**config.mk**
```make
export PLATFORM = sky130hd
export DESIGN_NAME = mem_port_arbiter
export DESIGN_NICKNAME = d
export VERILOG_FILES = /design/src/rtl/mem_port_arbiter.sv
export SDC_FILE = /design/constraint.sdc
export NUM_CORES = 1
export LEC_CHECK = 0
export ABC_AREA = 1
export CORE_MARGIN = 5
export CORE_UTILIZATION = 38
export DETAILED_ROUTE_END_ITERATION = 8
export PLACE_DENSITY_LB_ADDON = 0.15
export SYNTH_ARGS = -nofsm -noshare
export SYNTH_HDL_FRONTEND = slang
export SYNTH_SLANG_ARGS = --single-unit
```
**constraint.sdc**
```tcl
create_clock -name clk -period 1.5 [get_ports clk]
set_input_delay 0.3 -clock clk [delete_from_list [all_inputs] [get_ports clk]]
set_output_delay 0.3 -clock clk [all_outputs]
set_load 0.05 [all_outputs]
```
**src/rtl/mem_port_arbiter.sv**
```systemverilog
// Two-port (fetch / load-store) arbiter in front of a single-ported memory.
// Define ARB_DATA_PRIORITY_EN for fixed D-priority ties; default is round-robin.
module mem_port_arbiter #(
  parameter int MEM_LAT = 1
) (
  input  logic        clk,
  input  logic        rst,
  input  logic        i_req,
  input  logic [31:0] i_addr,
  output logic        i_gnt,
  output logic        i_rvalid,
  output logic [31:0] i_rdata,
  input  logic        d_req,
  input  logic        d_we,
  input  logic [1:0]  d_size,
  input  logic [31:0] d_addr,
  input  logic [31:0] d_wdata,
  output logic        d_gnt,
  output logic        d_rvalid,
  output logic [31:0] d_rdata,
  output logic [31:0] m_addr,
  output logic [1:0]  m_size,
  output logic [31:0] m_wdata,
  output logic        m_we,
  input  logic [31:0] m_rdata,
  output logic        busy
);

  typedef enum logic {S_IDLE = 1'b0, S_BUSY = 1'b1} state_t;

  localparam logic [3:0] LAT_M1 = 4'(MEM_LAT - 1);

  state_t      r_state;
  state_t      w_next;
  logic [3:0]  r_cnt;
  logic        r_last_d;
  logic        r_own_d;
  logic [31:0] r_addr;
  logic [31:0] r_wdata;
  logic [1:0]  r_size;
  logic        r_we;
  logic        r_i_rvalid;
  logic        r_d_rvalid;
  logic [31:0] r_i_rdata;
  logic [31:0] r_d_rdata;
  logic        w_d_win;
  logic        w_i_win;
  logic        w_grant;
  logic        w_done;

`ifdef ARB_DATA_PRIORITY_EN
  assign w_d_win = d_req;
`else
  // On a tie the port that did not own the previous transaction wins.
  assign w_d_win = d_req & (~i_req | ~r_last_d);
`endif
  assign w_i_win = i_req & ~w_d_win;
  assign w_grant = (r_state == S_IDLE) & ~rst & (i_req | d_req);
  assign w_done  = (r_state == S_BUSY) & (r_cnt == 4'd0);

  always_ff @(posedge clk) begin
    if (rst) r_state <= S_IDLE;
    else     r_state <= w_next;
  end

  always_comb begin
    w_next = r_state;
    case (r_state)
      S_IDLE: if (i_req | d_req) w_next = S_BUSY;
      S_BUSY: if (r_cnt == 4'd0) w_next = S_IDLE;
      default: w_next = S_IDLE;
    endcase
  end

  always_comb begin
    i_gnt   = 1'b0;
    d_gnt   = 1'b0;
    busy    = 1'b0;
    m_addr  = 32'd0;
    m_size  = 2'd0;
    m_wdata = 32'd0;
    m_we    = 1'b0;
    case (r_state)
      S_IDLE: begin
        i_gnt = ~rst & w_i_win;
        d_gnt = ~rst & w_d_win;
      end
      S_BUSY: begin
        busy    = 1'b1;
        m_addr  = r_addr;
        m_size  = r_size;
        m_wdata = r_wdata;
        // Single write strobe in the final cycle; a reset here kills it.
        m_we    = r_we & (r_cnt == 4'd0) & ~rst;
      end
      default: ;
    endcase
  end

  always_ff @(posedge clk) begin
    if (rst) begin
      r_cnt      <= 4'd0;
      r_last_d   <= 1'b1;
      r_own_d    <= 1'b0;
      r_addr     <= 32'd0;
      r_wdata    <= 32'd0;
      r_size     <= 2'd0;
      r_we       <= 1'b0;
      r_i_rvalid <= 1'b0;
      r_d_rvalid <= 1'b0;
      r_i_rdata  <= 32'd0;
      r_d_rdata  <= 32'd0;
    end else begin
      r_i_rvalid <= 1'b0;
      r_d_rvalid <= 1'b0;
      if (w_grant) begin
        r_own_d  <= w_d_win;
        r_last_d <= w_d_win;
        r_cnt    <= LAT_M1;
        r_addr   <= w_d_win ? d_addr : i_addr;
        r_size   <= w_d_win ? d_size : 2'b10;
        r_we     <= w_d_win & d_we;
        r_wdata  <= w_d_win ? d_wdata : 32'd0;
      end else if (w_done) begin
        if (r_own_d) begin
          r_d_rdata  <= r_we ? 32'd0 : m_rdata;
          r_d_rvalid <= 1'b1;
        end else begin
          r_i_rdata  <= m_rdata;
          r_i_rvalid <= 1'b1;
        end
      end else if (r_state == S_BUSY) begin
        r_cnt <= r_cnt - 4'd1;
      end
    end
  end

  assign i_rvalid = r_i_rvalid;
  assign d_rvalid = r_d_rvalid;
  assign i_rdata  = r_i_rdata;
  assign d_rdata  = r_d_rdata;

endmodule

```
=== Word-level counts from Yosys, hierarchy flattened ===
Index checks and enable logic that the tools add are counted.

* Flip-flop bits (word level): 140
* Output and inout bits: 136
* Word-level logic and storage cells: 55

* Add/subtract/negate cells: 1
* Multiplexer cells: 16
* Bitwise operators: 20
* Reduce and logical (&&, ||, !) cells: 6

{| class="wikitable"
|+ Operator list
! operator !! number
|-
| $mux W32 || 5
|-
| $and A1 B1 Y1 || 10
|-
| $mux W1 || 8
|-
| $not A1 Y1 || 8
|-
| $reduce_and A3 Y1 || 2
|-
| $logic_not A4 Y1 || 1
|-
| $mux W2 || 2
|-
| $sub A4 B1 Y4 const B || 1
|-
| $reduce_or A3 Y1 || 1
|-
| $or A1 B1 Y1 || 2
|-
| $pmux W1 S2 || 1
|-
| $reduce_and A2 Y1 || 1
|-
| $reduce_or A2 Y1 || 1
|}

=== Depth between registers and ports, before layout ===
* Depth after elaboration: 7
* Gate-level depth with buffers: 9
* Mapped depth without buffers: 8

=== Worst setup path after synthesis ===
No wires, ideal clock.

* Kind: register to output
* Start point: reg r_state
* End point: out i_gnt
* Data arrival time: 2,451 ps
* Slack: -1,251 ps
* Stages on the path, launching flop included: 4
* Cell sequence: dfxtp_1 buf_2 buf_2 nor4_1

* Cells in the longest elaborated chain, start to end: 1

{| class="wikitable"
|+ RTL lines
! element !! RTL line !! RTL
|-
| start, declared || 33 || <nowiki>state_t r_state;</nowiki>
|-
| start signal, assigned || 63 || <nowiki>else r_state <= w_next;</nowiki>
|-
| $mux W1 || 83 || <nowiki>case (r_state)</nowiki>
|-
| end, declared || 10 || <nowiki>output logic i_gnt,</nowiki>
|}

Every way passes these cells.

=== Final worst setup path ===
* Start point: reg r_state
* End point: out m_addr[7]

* Cells in the longest elaborated chain, start to end: 1

{| class="wikitable"
|+ RTL lines
! element !! RTL line !! RTL
|-
| $mux W32 || 83 ||
|-
| end, declared || 21 || <nowiki>output logic [31:0] m_addr,</nowiki>
|}

Every way passes these cells.

==> flow_summary.toml <==
[yosys]
yosysSeqAreaShare = 0.461
syn-instance-count = 929
ys_types = 26
synth_nets = 1066
yosys_warnings = 0
synth_area_um2 = 6080
ys_ff_latch = 140
synth_area_per_cell_um2 = 6.55

[cells_and_area]
layout-drive-gt1-share = 0.331
seq_area_um2 = 2810
utilization = 0.798
multi_input_area_um2 = 3090
fillers = 1049
final_nets = 1391
final_common_cell = "nand2_1"
area.growth.synth_to_final_pct = 107
layout_common_cells = "297 x nand2_1, 161 x nor2_1, 150 x buf_12"

[route]
routedWlPerCell_um = 15.7
via_count = 6839
routed_wl_um = 23400
drc = 0
ant_nets = 0
initialDrtViolationCount = 356
drt-vias-per-instance = 4.61
first_pass_iters = 6

[global_routing]
antenna_found_initial = 2
first_global_vias = 6095
grt_max_degree = 40
gr-total-overflow = 0
grt_pass1_wl_um = 31600
grt_usage = 0.216

[worst_setup_path]
crit_path_end_kind = "output port"
reg2reg_depth = 10
critPathTopFamily = "buffers and inverters"
rr_startpoint = "r_state$_SDFF_PP0_"
worstPathCellList = "buf_4 > buf_8 > nand2_2 > clkinvlp_4 > buf_12"
worstPathArrival_ns = 1.47
critPathKind = "reg2out"
critPathBufInv = 4
crit_fanout = 8
r2r_slack_ns = -0.16
cp.required_ns = 1.20
worstSetupStartpoint = "r_state$_SDFF_PP0_"
cpMaxStageDelayCell = "dfxtp_4"
timing.rr.end = "r_addr[22]$_SDFFE_PP0P_"
critical_path.startpoint_type = "flip-flop"
cpPeakStageDelay_ns = 0.39

[cts]
htreeDepth = 4
ctsHoldBuffers = 0
cts_sinks = 140
clk_latency_ns = 0.41
clk_pin_slew_ns = 0.06
clk_path_buf_depth = 2
root_buffer = "clkbuf_16"
cts_made_buffers = 17
cts_tree = "built"

[floorplanning]
initial_core_util = 0.386
rows = 46
fp.dieW_um = 137
pin_count = 271
dieArea_um2 = 18600
core_um2 = 15800
chipHeight_um = 137

[place]
dp.final_hpwl_um = 14500
portBuffers = 270
dpl_worst_slack_ns = -0.299
place.gp.congestion = 0.863

[sta]
maxSlewViolCount = 0
max_freq_ghz = 0.564
worst_slack_ns = -0.273
finalClockSkew_ns = 0.00883
relSlewSlack = 0.724
setup_viol = 189
worstMarginPinSlew_ns = 0.414
fin_crit_ns = 1.77
rsz0062_at_grt = "true"
post-route-period-util = 1.18
fin_tns_setup_ns = -23.26
hold_viol_final = 0

[power_and_ir_drop]
p_comb_frac = 0.332
power_density_nw_per_um2 = 994
ir_worst_vdd_mv = 0.744
switchingPower_mw = 4.05
pwr-share-seq = 0.351
p_int_mw = 8.46
p_total_mw = 12.5
swShare = 0.324
leakagePower_nw = 5.72
power_frac_clock = 0.317

[min_path]
hold-path-endpoint = "r_wdata[28]$_SDFFE_PP0P_"
hold_class = "in2reg"
whs_path_depth = 3
min_from = "d_wdata[28]"

[run_status]
violations = "setup timing"
status = "finished, violations left"

[flow_run]
maxCapViolCount = 0
-- cell type report --
type                       count  share of cell area
tap                          216              0.0215
sequential                   140               0.223
multi-input combinational    630               0.246
antenna                        2            0.000398
clock inverter                11             0.00755
timing repair buffer         354               0.413
clock buffer                  21              0.0366
inverter                     111              0.0524
-- state kept, by name, summed over array words and instances (netlist names) --
register / count
r_we: 1
i_rdata: 32
r_last_d: 1
r_addr: 32
d_rdata: 32
r_cnt: 4
d_rvalid: 1
r_size: 2
i_rvalid: 1
r_wdata: 32
r_own_d: 1
r_state: 1
-- kinds of logic (layout without fill, tap and decap cells) --
| logic type | count (synthesis) | after routing | synth area share |
|---|---|---|---|
| AO/OA/AOI/OAI | 74 | 74 | 0.0629 |
| XOR/XNOR | 1 | 1 | 0.00144 |
| adder cells (fa/ha/maj) | 2 | 2 | 0.00411 |
| buffers and inverters | 159 | 497 | 0.115 |
| flip-flops | 140 | 140 | 0.461 |
| other | 0 | 2 | 0 |
| AND/OR/NAND/NOR | 553 | 553 | 0.355 |
-- metrics by stage --
step           hold WS (ns)  instance area (um2)  instances
2_1_floorplan         0.403                 6370        929
3_3_place_gp          0.427                10800       1406
3_5_place_dp          0.432                10800       1406
4_1_cts               0.412                11800       1455
5_1_grt               0.411                12600       1485
6_report              0.430                12600       1485
-- routing by layer --
metal,track usage,part of all wire,up-vias,wire (um)
li1,-,-,3410,-
met1,0.244,0.37,3130,8630
met2,0.376,0.51,260,12000
met3,0.0860,0.097,39,2270
met4,0.0655,0.022,0,506
met5,0,0,-,0
-- cell usage after synthesis --
cell type / n / share of area
nand2_1: 367 / 0.23
nor2_1: 174 / 0.11
dfxtp_1: 140 / 0.46
inv_1: 108 / 0.067
o21ai_0: 37 / 0.030
o21ai_1: 31 / 0.026
clkbuf_1: 18 / 0.011
buf_2: 13 / 0.011
buf_6: 11 / 0.020
buf_1: 5 / 0.0031
o21bai_1: 5 / 0.0062
ha_1: 2 / 0.0041
nand2_4: 2 / 0.0037
nand3_1: 2 / 0.0016
nor2_4: 2 / 0.0037
nor2_8: 2 / 0.0066
a21oi_1: 1 / 0.00082
and3_1: 1 / 0.0010
buf_4: 1 / 0.0012
clkinv_1: 1 / 0.00062
inv_2: 1 / 0.00062
inv_4: 1 / 0.0010
nand2_2: 1 / 0.0010
nand3_4: 1 / 0.0029
nor4_1: 1 / 0.0010
xnor2_1: 1 / 0.0014
-- worst reg2reg max path, cell delays in order (launching register included) --
cell	delay (ns)
dfxtp_4	0.42
buf_4	0.15
nor2_4	0.04
buf_6	0.13
nand2_8	0.10
inv_8	0.04
nor2_4	0.21
buf_12	0.19
buf_12	0.13
nand2_1	0.07
o21ai_1	0.10
-- power groups by stage --
stage / Clock [mW] / Combinational, mW / Sequential (mW)
4_1_cts: 4.04 / 3.74 / 4.33
2_1_floorplan: 0 / 1.29 / 4.81
3_5_place_dp: 0 / 3.49 / 4.39
3_3_place_gp: 0 / 3.46 / 4.38
6_report: 3.96 / 4.16 / 4.40
5_1_grt: 4.24 / 4.38 / 4.43
-- worst max path at each step --
stage | endpoint | cells after the start
floorplan | i_gnt | 3
global placement | d_gnt | 7
detailed placement | r_addr[18]$_SDFFE_PP0P_ | 9
CTS | m_size[0] | 5
global route | m_wdata[17] | 5
finish | m_addr[7] | 5
-- timing repair --
action	4_1_cts	5_1_grt
pin swaps	5	38
setup buffers	14	15
setup endpoints to repair	70	197
endpoints found under the hold margin	0	0
gates cloned	3	16
gates resized for setup	79	115
Note: power is estimated with default switching activity, not from simulation.
